**src/rtl/adc_current_cal.sv**
```systemverilog
// Phase-current offset calibration: averages 2^CAL_SHIFT samples per channel to learn
// the zero-current offset, then subtracts it with saturation and flags |ia+ib+ic| excess.
module adc_current_cal #(
    parameter int unsigned CAL_SHIFT = 6,
    parameter bit          AUTO_CAL  = 1'b1,
    parameter logic [15:0] SUM_LIM   = 16'd2048
) (
    input  logic               clk,
    input  logic               rst_n,
    input  logic               adc_done,
    input  logic [15:0]        ch1,
    input  logic [15:0]        ch2,
    input  logic [15:0]        ch3,
    input  logic               cal_req,
    output logic signed [15:0] ia,
    output logic signed [15:0] ib,
    output logic signed [15:0] ic,
    output logic               out_valid,
    output logic               sum_err,
    output logic               cal_busy,
    output logic               cal_done,
    output logic signed [15:0] off_a,
    output logic signed [15:0] off_b,
    output logic signed [15:0] off_c
);
    localparam int unsigned AW = 16 + CAL_SHIFT;
    localparam int unsigned CW = CAL_SHIFT + 1;
    localparam logic [CW-1:0] LAST = CW'((1 << CAL_SHIFT) - 1);

    typedef enum logic [1:0] {S_UNCAL, S_CAL, S_RUN} state_t;

    state_t                state_q;
    logic [CW-1:0]         cnt_q;
    logic signed [AW-1:0]  acc_a_q, acc_b_q, acc_c_q;
    logic signed [AW-1:0]  acc_a_d, acc_b_d, acc_c_d;
    logic signed [15:0]    ia_q, ib_q, ic_q, off_a_q, off_b_q, off_c_q;
    logic signed [15:0]    ia_d, ib_d, ic_d;
    logic signed [17:0]    sum_d;
    logic signed [17:0]    lim;
    logic                  err_d;
    logic                  ov_q, err_q, busy_q, done_q;

    function automatic logic signed [15:0] sat16(input logic signed [16:0] d);
        if (d > 17'sd32767) begin
            return 16'sh7fff;
        end else if (d < -17'sd32768) begin
            return 16'sh8000;
        end else begin
            return d[15:0];
        end
    endfunction

    // Datapath: accumulate during calibration, subtract/saturate/sum at run time
    always_comb begin
        acc_a_d = acc_a_q + AW'($signed(ch1));
        acc_b_d = acc_b_q + AW'($signed(ch2));
        acc_c_d = acc_c_q + AW'($signed(ch3));
        ia_d    = sat16(17'($signed(ch1)) - 17'(off_a_q));
        ib_d    = sat16(17'($signed(ch2)) - 17'(off_b_q));
        ic_d    = sat16(17'($signed(ch3)) - 17'(off_c_q));
        sum_d   = 18'(ia_d) + 18'(ib_d) + 18'(ic_d);
        lim     = $signed({2'b00, SUM_LIM});
        err_d   = (sum_d > lim) || (sum_d < -lim);
    end

    always_ff @(posedge clk) begin
        if (!rst_n) begin
            state_q <= AUTO_CAL ? S_CAL : S_UNCAL;
            cnt_q   <= '0;
            acc_a_q <= '0;
            acc_b_q <= '0;
            acc_c_q <= '0;
            ia_q    <= '0;
            ib_q    <= '0;
            ic_q    <= '0;
            off_a_q <= '0;
            off_b_q <= '0;
            off_c_q <= '0;
            ov_q    <= 1'b0;
            err_q   <= 1'b0;
            busy_q  <= AUTO_CAL;
            done_q  <= 1'b0;
        end else begin
            ov_q  <= 1'b0;
            err_q <= 1'b0;
            case (state_q)
                S_UNCAL: begin
                    if (cal_req) begin
                        state_q <= S_CAL;
                        cnt_q   <= '0;
                        acc_a_q <= '0;
                        acc_b_q <= '0;
                        acc_c_q <= '0;
                        done_q  <= 1'b0;
                        busy_q  <= 1'b1;
                    end
                end
                S_CAL: begin
                    if (adc_done) begin
                        acc_a_q <= acc_a_d;
                        acc_b_q <= acc_b_d;
                        acc_c_q <= acc_c_d;
                        cnt_q   <= cnt_q + CW'(1);
                        if (cnt_q == LAST) begin
                            off_a_q <= 16'(acc_a_d >>> CAL_SHIFT);
                            off_b_q <= 16'(acc_b_d >>> CAL_SHIFT);
                            off_c_q <= 16'(acc_c_d >>> CAL_SHIFT);
                            done_q  <= 1'b1;
                            busy_q  <= 1'b0;
                            state_q <= S_RUN;
                        end
                    end
                end
                S_RUN: begin
                    // A recalibration request pre-empts a coincident sample
                    if (cal_req) begin
                        state_q <= S_CAL;
                        cnt_q   <= '0;
                        acc_a_q <= '0;
                        acc_b_q <= '0;
                        acc_c_q <= '0;
                        busy_q  <= 1'b1;
                    end else if (adc_done) begin
                        ia_q  <= ia_d;
                        ib_q  <= ib_d;
                        ic_q  <= ic_d;
                        ov_q  <= 1'b1;
                        err_q <= err_d;
                    end
                end
                default: state_q <= S_UNCAL;
            endcase
        end
    end

    assign ia        = ia_q;
    assign ib        = ib_q;
    assign ic        = ic_q;
    assign out_valid = ov_q;
    assign sum_err   = err_q;
    assign cal_busy  = busy_q;
    assign cal_done  = done_q;
    assign off_a     = off_a_q;
    assign off_b     = off_b_q;
    assign off_c     = off_c_q;
endmodule

```
**config.mk**
```make
export PLATFORM = sky130hd
export DESIGN_NAME = adc_current_cal
export DESIGN_NICKNAME = d
export VERILOG_FILES = /design/src/rtl/adc_current_cal.sv
export SDC_FILE = /design/constraint.sdc
export NUM_CORES = 1
export LEC_CHECK = 0
export BUFFER_PORTS_ARGS = -buffer_cell sky130_fd_sc_hd__buf_2
export CELL_PAD_IN_SITES_DETAIL_PLACEMENT = 1
export CELL_PAD_IN_SITES_GLOBAL_PLACEMENT = 1
export CORE_MARGIN = 5
export CORE_UTILIZATION = 48
export CTS_CLUSTER_SIZE = 10
export DETAILED_ROUTE_END_ITERATION = 6
export PLACE_DENSITY_LB_ADDON = 0.25
export SYNTH_ARGS = -nofsm -noshare
export SYNTH_HDL_FRONTEND = slang
export SYNTH_SLANG_ARGS = --single-unit
```
**constraint.sdc**
```tcl
create_clock -name clk -period 16.9 [get_ports clk]
set_clock_uncertainty 0.15 [all_clocks]
set_input_delay 1.69 -clock clk [delete_from_list [all_inputs] [get_ports clk]]
set_output_delay 1.69 -clock clk [all_outputs]
set_load 0.05 [all_outputs]
```
==> out/results.ini <==
[finish]
design_area_um2 = 14730
final_cells = 2076
multi_input_area_um2 = 8884
syn_to_final_growth_pct = 12.88
seq_area_um2 = 3503
fin_nets = 1923
drive_gt1_share_pct = 14.08
final_util_pct = 54.80
nFillCells = 3340

[cts]
clk_latency_ns = 0.46
cts_resized = 0
cts.path.max_buffers = 2
cts_tree = built
cts_setup_buffers = 0
ctsHoldBuffers = 0
cts_sinks = 175
cts_made_buffers = 17
htree_levels = 4
cts_root_buf = clkbuf_16
clkTransAtPathRegs_ns = 0.08

[logic_synthesis]
synth-edff-count = 0
yosysMostFrequentCell = nand2_1
synth_compound_area_share_pct = 25.51
synth_warnings = 0
synth_fp_nets = 1797
async_flop_share_pct = 0
yosys.area_share.simple_pct = 16.44
syn_area_per_cell_um2 = 8.185
synth.area.top_cells = dfxtp_1 (27%), ha_1 (12%), nand2_1 (5.1%)
synth_cells = 1594
syn-cell-area_um2 = 13050
yosysSeqAreaShare_pct = 26.85
yosys.area.top_type_share_pct = 26.85
muxShareOfSynthArea_pct = 0.4603
synth_top_family_by_area = compound AO/OA/AOI/OAI gates
synth.distinct_cells = 88
synth_xor_area_share_pct = 6.991
ys.flop_type = dfxtp_1
synth_common_cells = nand2_1 (177), dfxtp_1 (175), ha_1 (128)
synth_area_leader_cell = dfxtp_1
ys_ff_latch = 175
yosys.area_share.adder_pct = 18.65

[critical_path]
startpoint_type = input pin
arrival_ns = 7.47
cp.required_ns = 17.06
endpoint_kind = flop
crit_type = in2reg
crit_fanout = 15

[floorplanning]
die_width_um = 174.9
die_h_um = 174.9
io_pins = 152
row_count = 60
coreArea_um2 = 26880
dieArea_um2 = 30580
start_util_pct = 48.54

[power_and_ir_drop]
clockPowerShare_pct = 28.7
leakagePower_nw = 6.576
peakVddDrop_uv = 68.05
swShare_pct = 40.13
switching_power_uw = 618.5
p_total_mw = 1.541
sequentialPowerShare_pct = 29.2
p_int_uw = 922.8
combPwrFrac_pct = 42.1
power.density_nw_per_um2 = 104.7

[routing]
post-route-drc-count = 0
post_drt_wl_per_cell_um = 21.31
drt_iter0_markers = 939
ant_nets = 0
vias = 12490
viasPerCell = 6.016
dr.pass1.iters = 5
route.final.wire_length_mm = 44.24

[grt]
overflow = 0
antenna_found_initial = 3
grt_util_all_layers_pct = 28.11
grt_pass1_vias = 12920
grt_pass1_wl_mm = 69.76
grt_max_degree = 62

[timing]
maxSlewViolCount = 0
rsz0062_at_grt = no
whs_ns = 0.2889
setup_ws_ns = 9.588
maxSlewHeadroom_pct = 34.03
fin_crit_sh_pct = 43.27
finalHoldViolCount = 0
worst_slew_pin_slew_ns = 0.9895
finalSetupTns_ns = 0
min_period_ns = 7.312
finalSetupViolCount = 0
max_freq_ghz = 0.1368

[placed_design]
dp_hpwl_mm = 33.31
placed_area_um2 = 14080
place_inst = 2042
place_ws_ns = 9.283
gp_congestion = 0.9810
io_buffers = 151

[hold_path]
min-delay-path-class = reg2reg

[run]
max_cap_violations = 0

[run_status]
status = finished clean

-- worst max-delay path: stages --
cell,delay (ns)
buf_2,0.09
inv_1,0.04
ha_1,0.21
fa_1,0.41
nor2b_1,0.17
o21a_1,0.14
o21ai_0,0.15
a211oi_1,0.37
nor2_1,0.12
a31o_2,0.36
nand2b_1,0.33
nand2_1,0.17
nand2_1,0.08
fa_1,0.51
inv_1,0.04
ha_1,0.22
fa_1,0.43
a211oi_1,0.34
o21ai_0,0.19
nand4bb_1,0.19
a31oi_1,0.12
a41oi_1,0.23
nand3_1,0.10
or4_1,0.48
a211oi_1,0.20
nor3_1,0.07
-- cell usage in the layout (no fill, tap or decap), drive strengths merged, types with 33 or more instances in the layout --
cell type	instances
inv	125
nor2	126
a21o	42
nand2	177
xnor2	62
ha	128
xor2	40
nand3	33
a22o	36
maj3	36
buf	161
a22oi	34
o21ai	112
a21oi	126
dfxtp	175
-- metal layers --
layer | up-vias | part of all wire (%) | global-route usage (%)
li1 | 5939 | - | -
met1 | 6145 | 46 | 38.22
met2 | 322 | 46 | 46.00
met3 | 81 | 4.2 | 3.527
met4 | 2 | 3.0 | 10.21
met5 | - | 0.023 | 0
-- path summary, 6_finish.rpt --
| path | startpoint | to | slack (ns) | cells past startpoint |
|---|---|---|---|---|
| max | ch3[0] | sum_err | 9.59 | 26 |
| min | ia[2] | ia[2] | 0.29 | 2 |
| max reg2reg | off_b[5] | sum_err | 10.59 | 23 |
| min reg2reg | ia[2] | ia[2] | 0.29 | 2 |
-- power by group through the flow --
stage	logic (mW)	registers, mW	clock network, mW
after global routing	0.710	0.452	0.461
final	0.649	0.449	0.442
after CTS	0.639	0.449	0.443
after detailed placement	0.626	0.458	0
after floorplan	0.481	0.454	0
after global placement	0.596	0.457	0
-- sequential cells by signal, summed over array words and instances (netlist names) --
register and cells:
off_b 16, state_q 2, off_c 16, out_valid 1, cal_done 1, acc_c_q 22, cal_busy 1, sum_err 1
ib 16, acc_a_q 22, ic 16, off_a 16, cnt_q 7, ia 16, acc_b_q 22
-- final cells by class --
class                   instances  share of cell area (%)
repair buffers                161                   5.641
inverters                     117                   2.982
diodes                          2                 0.03398
multi-input cells            1248                   60.32
well taps                     341                   2.897
clock inverters                15                   1.444
flip-flops and latches        175                   23.79
clock buffers                  17                   2.889
-- logic make-up after synthesis --
family	count (synthesis)
compound gates	486
simple gates	467
fa+ha+maj	187
flops	175
buf+inv	171
xor+xnor	102
mux	6
Power figures use the tool's default switching activity.
